--- src/rtl/alu_arbiter.sv ---
// alu_arbiter
//   Sequencer and two-requester round-robin arbiter in front of a shared,
//   purely combinational ALU. Each requester hands over one operation at a
//   time (valid/ready). The winning operation is registered onto the ALU
//   inputs, held for ALU_LAT cycles, then the ALU outputs are captured into
//   that requester's response buffer. A carry flag is kept per requester so
//   interleaved multi-word add/sub chains stay independent.
//
// Parameters
//   WIDTH   : operand/result width
//   OPW     : opcode width (opcode is passed to the ALU undecoded)
//   ALU_LAT : cycles the ALU inputs are held before sampling (1..15)
//
// Ports
//   clk, rst                      : clock, synchronous active-high reset
//   reqN_valid/ready              : request handshake, N = 0,1
//   reqN_a, reqN_b, reqN_op       : operands and opcode
//   reqN_use_c                    : carry-in = requester's saved carry flag
//   rspN_valid/ready              : response handshake
//   rspN_result, rspN_c/z/n       : captured ALU ans1, ans2, Z, N
//   alu_a, alu_b, alu_op, alu_c   : registered drive to the ALU
//   alu_ans1, alu_ans2, alu_z/n   : ALU outputs
//   busy                          : an operation is executing
//   grant_id                      : owner of the current or last operation
module alu_arbiter #(
  parameter int WIDTH   = 32,
  parameter int OPW     = 6,
  parameter int ALU_LAT = 1
) (
  input  logic             clk,
  input  logic             rst,

  input  logic             req0_valid,
  output logic             req0_ready,
  input  logic [WIDTH-1:0] req0_a,
  input  logic [WIDTH-1:0] req0_b,
  input  logic [OPW-1:0]   req0_op,
  input  logic             req0_use_c,

  input  logic             req1_valid,
  output logic             req1_ready,
  input  logic [WIDTH-1:0] req1_a,
  input  logic [WIDTH-1:0] req1_b,
  input  logic [OPW-1:0]   req1_op,
  input  logic             req1_use_c,

  output logic             rsp0_valid,
  input  logic             rsp0_ready,
  output logic [WIDTH-1:0] rsp0_result,
  output logic             rsp0_c,
  output logic             rsp0_z,
  output logic             rsp0_n,

  output logic             rsp1_valid,
  input  logic             rsp1_ready,
  output logic [WIDTH-1:0] rsp1_result,
  output logic             rsp1_c,
  output logic             rsp1_z,
  output logic             rsp1_n,

  output logic [WIDTH-1:0] alu_a,
  output logic [WIDTH-1:0] alu_b,
  output logic [OPW-1:0]   alu_op,
  output logic             alu_c,
  input  logic [WIDTH-1:0] alu_ans1,
  input  logic             alu_ans2,
  input  logic             alu_z,
  input  logic             alu_n,

  output logic             busy,
  output logic             grant_id
);

  typedef enum logic {
    IDLE = 1'b0,
    EXEC = 1'b1
  } state_e;

  // The counter is loaded with ALU_LAT-1 so that the capture edge lands
  // exactly ALU_LAT edges after the handshake edge.
  localparam logic [3:0] LAT_M1 = 4'(ALU_LAT - 1);

  state_e                 state_q, state_d;
  logic [3:0]             cnt_q, cnt_d;
  logic [WIDTH-1:0]       aluA_q, aluA_d;
  logic [WIDTH-1:0]       aluB_q, aluB_d;
  logic [OPW-1:0]         aluOp_q, aluOp_d;
  logic                   aluC_q, aluC_d;
  logic                   lastGrant_q, lastGrant_d;
  logic [1:0]             cflag_q, cflag_d;
  logic [1:0]             rspValid_q, rspValid_d;
  logic [1:0][WIDTH-1:0]  rspResult_q, rspResult_d;
  logic [1:0]             rspCarry_q, rspCarry_d;
  logic [1:0]             rspZero_q, rspZero_d;
  logic [1:0]             rspNeg_q, rspNeg_d;

  logic [1:0]             eligible;
  logic [1:0]             rspReady;
  logic                   grantSel;
  logic                   handshake;
  logic [WIDTH-1:0]       selA;
  logic [WIDTH-1:0]       selB;
  logic [OPW-1:0]         selOp;
  logic                   selUseC;

  // A requester whose previous response is still registered as valid is not
  // eligible, even if that response is being consumed this very cycle.
  assign eligible = {req1_valid & ~rspValid_q[1], req0_valid & ~rspValid_q[0]};
  assign rspReady = {rsp1_ready, rsp0_ready};

  // Round-robin pick: a sole eligible requester wins; on a tie the one that
  // was not granted last time wins.
  always_comb begin
    grantSel = 1'b0;
    case (eligible)
      2'b10:   grantSel = 1'b1;
      2'b11:   grantSel = ~lastGrant_q;
      default: grantSel = 1'b0;
    endcase
  end

  assign handshake  = (state_q == IDLE) && eligible[grantSel];
  assign req0_ready = handshake & ~grantSel;
  assign req1_ready = handshake & grantSel;

  assign selA    = grantSel ? req1_a     : req0_a;
  assign selB    = grantSel ? req1_b     : req0_b;
  assign selOp   = grantSel ? req1_op    : req0_op;
  assign selUseC = grantSel ? req1_use_c : req0_use_c;

  // Next-state and datapath update. Response buffers drop valid when
  // consumed; a capture for the owner always targets a buffer that was empty
  // at grant time, so capture and consume never collide on one requester.
  always_comb begin
    state_d     = state_q;
    cnt_d       = cnt_q;
    aluA_d      = aluA_q;
    aluB_d      = aluB_q;
    aluOp_d     = aluOp_q;
    aluC_d      = aluC_q;
    lastGrant_d = lastGrant_q;
    cflag_d     = cflag_q;
    rspValid_d  = rspValid_q & ~rspReady;
    rspResult_d = rspResult_q;
    rspCarry_d  = rspCarry_q;
    rspZero_d   = rspZero_q;
    rspNeg_d    = rspNeg_q;

    case (state_q)
      IDLE: begin
        if (handshake) begin
          aluA_d      = selA;
          aluB_d      = selB;
          aluOp_d     = selOp;
          aluC_d      = selUseC & cflag_q[grantSel];
          lastGrant_d = grantSel;
          cnt_d       = LAT_M1;
          state_d     = EXEC;
        end
      end
      EXEC: begin
        if (cnt_q != 4'd0) begin
          cnt_d = cnt_q - 4'd1;
        end else begin
          rspResult_d[lastGrant_q] = alu_ans1;
          rspCarry_d[lastGrant_q]  = alu_ans2;
          rspZero_d[lastGrant_q]   = alu_z;
          rspNeg_d[lastGrant_q]    = alu_n;
          rspValid_d[lastGrant_q]  = 1'b1;
          cflag_d[lastGrant_q]     = alu_ans2;
          state_d                  = IDLE;
        end
      end
      default: state_d = IDLE;
    endcase
  end

  // State register. Reset discards any in-flight operation; grant history
  // resets to requester 1 so requester 0 wins the first tie.
  always_ff @(posedge clk) begin
    if (rst) begin
      state_q     <= IDLE;
      cnt_q       <= 4'd0;
      aluA_q      <= '0;
      aluB_q      <= '0;
      aluOp_q     <= '0;
      aluC_q      <= 1'b0;
      lastGrant_q <= 1'b1;
      cflag_q     <= 2'b00;
      rspValid_q  <= 2'b00;
      rspResult_q <= '0;
      rspCarry_q  <= 2'b00;
      rspZero_q   <= 2'b00;
      rspNeg_q    <= 2'b00;
    end else begin
      state_q     <= state_d;
      cnt_q       <= cnt_d;
      aluA_q      <= aluA_d;
      aluB_q      <= aluB_d;
      aluOp_q     <= aluOp_d;
      aluC_q      <= aluC_d;
      lastGrant_q <= lastGrant_d;
      cflag_q     <= cflag_d;
      rspValid_q  <= rspValid_d;
      rspResult_q <= rspResult_d;
      rspCarry_q  <= rspCarry_d;
      rspZero_q   <= rspZero_d;
      rspNeg_q    <= rspNeg_d;
    end
  end

  assign alu_a       = aluA_q;
  assign alu_b       = aluB_q;
  assign alu_op      = aluOp_q;
  assign alu_c       = aluC_q;

  assign rsp0_valid  = rspValid_q[0];
  assign rsp0_result = rspResult_q[0];
  assign rsp0_c      = rspCarry_q[0];
  assign rsp0_z      = rspZero_q[0];
  assign rsp0_n      = rspNeg_q[0];

  assign rsp1_valid  = rspValid_q[1];
  assign rsp1_result = rspResult_q[1];
  assign rsp1_c      = rspCarry_q[1];
  assign rsp1_z      = rspZero_q[1];
  assign rsp1_n      = rspNeg_q[1];

  assign busy        = (state_q == EXEC);
  assign grant_id    = lastGrant_q;

endmodule

--- config.mk ---
export PLATFORM = sky130hd
export DESIGN_NAME = alu_arbiter
export DESIGN_NICKNAME = d
export VERILOG_FILES = /design/src/rtl/alu_arbiter.sv
export SDC_FILE = /design/constraint.sdc
export NUM_CORES = 1
export LEC_CHECK = 0
export CAP_MARGIN = 20
export CORE_ASPECT_RATIO = 1.75
export CORE_MARGIN = 3
export CORE_UTILIZATION = 25
export DETAILED_ROUTE_END_ITERATION = 10
export PLACE_DENSITY_LB_ADDON = 0.05
export RECOVER_POWER = 100
export SLEW_MARGIN = 10
export SYNTH_ARGS = -nofsm -noshare
export SYNTH_HDL_FRONTEND = slang
export SYNTH_SLANG_ARGS = --single-unit
--- constraint.sdc ---
create_clock -name clk -period 1.9 [get_ports clk]
set_input_delay 0.285 -clock clk [delete_from_list [all_inputs] [get_ports clk]]
set_output_delay 0.285 -clock clk [all_outputs]
set_load 0.05 [all_outputs]
==> insert_results.sql <==
INSERT INTO impl_metrics (metric_group, metric, value, unit) VALUES
('placement', 'detailed_place_hpwl', '15.3', 'mm'),
('cells_and_area', 'fillers', '2186', ''),
('placement', 'dpl.cell_count', '1192', ''),
('grt', 'grt_remaining_overflow', '0', ''),
('floorplan', 'boundaryPins', '330', ''),
('power_and_ir_drop', 'power.static_leakage', '0.00485', 'µW'),
('power_and_ir_drop', 'total_switching_power', '3010', 'µW'),
('setup_path', 'crit_path_top_delay_cell', 'sky130_fd_sc_hd__clkdlybuf4s50_1', ''),
('setup_path', 'slowest_delay', '810', 'ps'),
('route', 'topRoutingLayerUsed', 'met4', ''),
('placement', 'placed_area', '9280', 'µm²'),
('route', 'drt.antenna.violating_nets', '0', ''),
('hold_path', 'min_path_type', 'input port to register', ''),
('cells_and_area', 'synthToLayoutAreaGrowth', '79.7', '%'),
('clock_network', 'max-clock-path-buffers', '2', ''),
('timing', 'timing.final.crit_period', '1860', 'ps'),
('route', 'met1_length', '7.64', 'mm'),
('setup_path', 'crit_family', 'buffers and inverters', ''),
('route', 'iter_0_drt_violations', '297', ''),
('synth', 'synth_seq_cells', '149', ''),
('synth', 'synth_cell_type_count', '33', ''),
('synth', 'syn_area_per_cell', '9.36', 'µm²'),
('grt', 'grt_first_pass_wirelength', '30.9', 'mm'),
('synth', 'post-synth-top-count-cell', 'sky130_fd_sc_hd__dfxtp_1', ''),
('timing', 'layout_worst_path_cycle_share', '98.0', '%'),
('route', 'remaining_drc_errors', '0', ''),
('cells_and_area', 'fin_area', '10000', 'µm²'),
('clock_network', 'cts_max_level', '4', ''),
('clock_network', 'cts_root_buffer', 'sky130_fd_sc_hd__clkbuf_16', ''),
('setup_path', 'setup.worst_path.end_class', 'output pin', ''),
('synth', 'synth-edff-count', '0', ''),
('synth', 'dominantRegCellSynth', 'sky130_fd_sc_hd__dfxtp_1', ''),
('power_and_ir_drop', 'power.share.switching', '30.6', '%'),
('setup_path', 'timing.critical_path.from_type', 'register', ''),
('synth', 'yosys_warnings', '0', ''),
('setup_path', 'worstSetupPathType', 'register to output pin', ''),
('run', 'maxCapViolCount', '0', ''),
('synth', 'synth.cell_area', '5570', 'µm²'),
('synth', 'asyncSetResetFlopFracSynth', '0', '%'),
('setup_path', 'worst_r2r_startpoint', 'cnt_q[0]', ''),
('placement', 'portBuffers', '329', ''),
('grt', 'grt_use_total', '16.4', '%'),
('power_and_ir_drop', 'internal-power', '6830', 'µW'),
('synth', 'synth.cells.most_frequent', '149 x sky130_fd_sc_hd__dfxtp_1, 142 x sky130_fd_sc_hd__nand2_1, 76 x sky130_fd_sc_hd__a21oi_1, 70 x sky130_fd_sc_hd__a221o_1, 62 x sky130_fd_sc_hd__and2_0', ''),
('setup_path', 'worst_reg_to_reg_setup_slack', '150', 'ps'),
('timing', 'final.setup_skew', '5.92', 'ps'),
('power_and_ir_drop', 'totalPowerFinal', '9840', 'µW'),
('clock_network', 'clkTransAtPathRegs', '60', 'ps'),
('clock_network', 'numClockSinks', '149', ''),
('timing', 'rsz0062_at_grt', 'yes', ''),
('route', 'drt-total-wl', '20.6', 'mm'),
('placement', 'place_congestion', '0.758', ''),
('setup_path', 'source_of_the_critical_timing_path', 'rspNeg_q[1]', ''),
('cells_and_area', 'num-nets-final', '1103', ''),
('synth', 'post_synth_inst_count', '595', ''),
('outcome', 'outcome', 'finished, final reports clean', ''),
('floorplan', 'die_area', '24200', 'µm²'),
('route', 'drt-wirelength-per-cell', '16.8', 'µm'),
('timing', 'final_number_of_setup_violating_endpoints', '0', ''),
('setup_path', 'cp_cell_instances', 'clkdlybuf4s50_1', ''),
('synth', 'synth.top_cell.area_share', '53.5', '%'),
('power_and_ir_drop', 'pwr-share-clk', '38.8', '%'),
('timing', 'number_of_hold_violations_in_the_final_report', '0', ''),
('floorplan', 'starting_density_of_the_core', '25.7', '%'),
('clock_network', 'tritoncts_buffer_count', '17', ''),
('route', 'vias_per_cell', '4.52', ''),
('floorplan', 'placementRows', '71', ''),
('timing', 'timing.final.max_slew_violations', '0', ''),
('power_and_ir_drop', 'ir_drop', '0.000445', 'V'),
('synth', 'synth_top_area_cell', 'sky130_fd_sc_hd__dfxtp_1', ''),
('power_and_ir_drop', 'power_frac_seq', '36.0', '%');
==> path summary, 6_finish.rpt <==
| kind | to | cells past startpoint |
|---|---|---|
| hold / removal | rspValid_q[0] | 2 |
| setup reg to reg | rsp1_result[23] | 7 |
| hold reg to reg | rsp0_result[5] | 2 |
| setup / recovery | rsp1_n | 1 |
==> cell families (layout without fill, tap and decap cells) <==
| family | after synthesis | in the layout | synth area share, % |
|---|---|---|---|
| fa+ha+maj | 1 | 1 | 0.225 |
| simple gates | 239 | 239 | 20.9 |
| compound gates | 156 | 156 | 20.8 |
| flops | 149 | 149 | 53.5 |
| buf+inv | 50 | 387 | 4.58 |
==> layer usage <==
| metal | track usage (%) | vias up |
|---|---|---|
| met5 | 0 | - |
| met4 | 5.72 | 0 |
| met3 | 5.94 | 16 |
| met2 | 30.3 | 241 |
| met1 | 16.9 | 2551 |
| li1 | - | 2725 |
==> cells in the final DEF (no fill, tap or decap), types with 11 or more instances in the layout <==
| cell type | count |
|---|---|
| sky130_fd_sc_hd__clkdlybuf4s50_1 | 205 |
| sky130_fd_sc_hd__dfxtp_1 | 147 |
| sky130_fd_sc_hd__nand2_1 | 142 |
| sky130_fd_sc_hd__a21oi_1 | 76 |
| sky130_fd_sc_hd__a221o_1 | 70 |
| sky130_fd_sc_hd__dlymetal6s2s_1 | 63 |
| sky130_fd_sc_hd__and2_0 | 62 |
| sky130_fd_sc_hd__dlygate4sd2_1 | 47 |
| sky130_fd_sc_hd__clkbuf_16 | 17 |
| sky130_fd_sc_hd__buf_4 | 14 |
| sky130_fd_sc_hd__clkbuf_1 | 12 |
| sky130_fd_sc_hd__buf_12 | 11 |
==> power groups by stage <==
stage          Clock (µW)  Sequential [µW]  Combinational, µW
2_1_floorplan           0             4500                535
3_3_place_gp            0             3610               2580
3_5_place_dp            0             3610               2600
4_1_cts              3930             3550               2540
5_1_grt              4050             3570               2610
6_report             3820             3540               2480
==> final cells by class <==
cell class | count | area share (%)
Timing Repair Buffer | 352 | 36.2
Sequential cell | 149 | 29.8
Multi-Input combinational cell | 396 | 23.6
Clock buffer | 19 | 4.32
Tap cell | 292 | 3.65
Clock inverter | 13 | 2.30
Inverter | 3 | 0.112
==> timing repair <==
item,CTS,global route
resized for setup,50,64
setup buffers,0,0
pin swaps,0,0
endpoints found under the setup margin,48,64
gates cloned,0,0
hold endpoints to repair,0,0
==> metrics by stage <==
stage	util (%)	setup TNS, ps
after global placement	42.8	-2130
after detailed placement	42.8	-2690
after CTS	45.7	0
after floorplan	-	0
after global routing	46.2	-26.2
final	46.2	0
==> sequential cells by signal (all words and copies together) (netlist names) <==
| name | flops |
|---|---|
| alu_a | 32 |
| rspValid_q | 2 |
| alu_c | 1 |
| rsp0_result | 32 |
| alu_b | 32 |
| rspNeg_q | 2 |
| rspZero_q | 2 |
| rsp1_result | 32 |
| busy | 1 |
| alu_op | 6 |
| cnt_q | 4 |
| grant_id | 1 |
| cflag_q | 2 |
Power figures use the tool's default switching activity.
==> variant (same settings) <==
Change the parameter `WIDTH` from 32 to 48.
--- a/src/rtl/alu_arbiter.sv
+++ b/src/rtl/alu_arbiter.sv
@@ -24,5 +24,5 @@
 //   grant_id                      : owner of the current or last operation
 module alu_arbiter #(
-  parameter int WIDTH   = 32,
+  parameter int WIDTH   = 48,
   parameter int OPW     = 6,
   parameter int ALU_LAT = 1
Interface: changed (9 resized); port bits go from 330 to 474. No check against the original RTL was run, so the function may have changed too.
==> variant against the unedited design <==
  * Non-clock buffer count increased by 163
  * Design area grew 36%
  * Sequential cell count grew 64
  * Total power grew 36%
  * Wire length grew 71%
  * Fmax grew 3.9%
  * Largest power group is now sequential cells
  * Worst setup slack better by 70 ps
  * Synthesized area up 42%
  * Cell count grew 41%
==> variant: results (changes against the unedited design) <==
Synth cell types 32 (-3.0%); first-pass GRT wire length 50.60 mm (+64%); cells on worst reg2reg path 8 (+1); sequential power share 0.378 (+0.018); CP max stage cell dfxtp_2; Max VDD drop 841.2 uV (+89%); logic gate share of total power 0.257 (+0.005); Synth top cells by count dfxtp_1, nand2_1, a21oi_1; launch point of the worst path rspValid_q[1]; Worst Hold End rspValid_q[1]; worst slack, placed -299.0 ps (-242.9 ps); crit-path max cell delay 320 ps (-490 ps); Placed Cells 1,673 (+40%); Fin Hold WS 109.8 ps (-29.10 ps); Tcrit/Tclk final 0.9436 (-0.03661); Clock Skew 9.601 ps (+3.681 ps); drt initial violations 331 (+11%); critical path arrival 1510 ps (-70 ps); CTS Buffer Depth 3 (+1); total power 13.39 mW (+36%); vias 7,986 (+44%); DP Area 13,110 um2 (+41%); multi-input combinational cell area 3296 um2 (+39%); top cells by area, synth dfxtp_1, a221o_1, nand2_1; delay-heaviest family, CP flip-flops; clock latency on the worst-skew pair 520 ps (+90 ps); internal power 9.077 mW (+33%); Gate Count Post-Synth 844 (+42%); crit path max fanout 3 (+1); outcome finished, final reports clean; Worst-Margin Slew 729.5 ps (+28.24 ps); Total Nets Final 1,577 (+43%); register area share after synthesis 0.5403 (+0.004897); Post-Synth Adder-Cell Area 0.001585 (-0.0006604); routability cong. 0.7965 (+5.1%); pin count of the biggest net entering global routing 84 (+18%); share of post-route cells with drive strength above 1 0.08039 (+0.006356); I/O Buffers 473 (+44%); final WL 35.21 mm (+71%); CTS Buf Count 24 (+7); Compound-Gate Fraction of Synth Area 0.2078 (about the same); FF-to-FF End rsp1_result[15]; Worst Setup EP req1_ready
[variant: changes by cell type after synthesis, sizes merged, moves of 15 or more]
| cell | before | now |
|---|---|---|
| a221o | 70 | 102 |
| clkbuf | 22 | 37 |
| dfxtp | 149 | 213 |
| a21oi | 77 | 110 |
| and2 | 70 | 102 |
| nand2 | 143 | 206 |
[variant: per-layer routing]
layer,vias to the layer above,GRT usage,share of wire
li1,3890,-,-
met4,0,0.05760,0.023
met5,-,0,0
met2,325,0.3564,0.53
met3,40,0.05214,0.078
met1,3731,0.2166,0.37
[variant: timing repair]
item | 4_1_cts | 5_1_grt
buffers inserted | 2 | 2
cloned | 1 | 1
pin swaps | 1 | 3
endpoints found under the hold margin | 0 | 0
resized for setup | 166 | 10
setup endpoints to repair | 208 | 63
[variant: final cells by class]
class,count,share of cell area
repair buffers,515,0.3456
clock inverters,5,0.005513
well taps,391,0.03593
clock buffers,39,0.05568
multi-input cells,556,0.2420
inverters,3,0.0008270
flip-flops and latches,213,0.3137
diodes,4,0.0007351
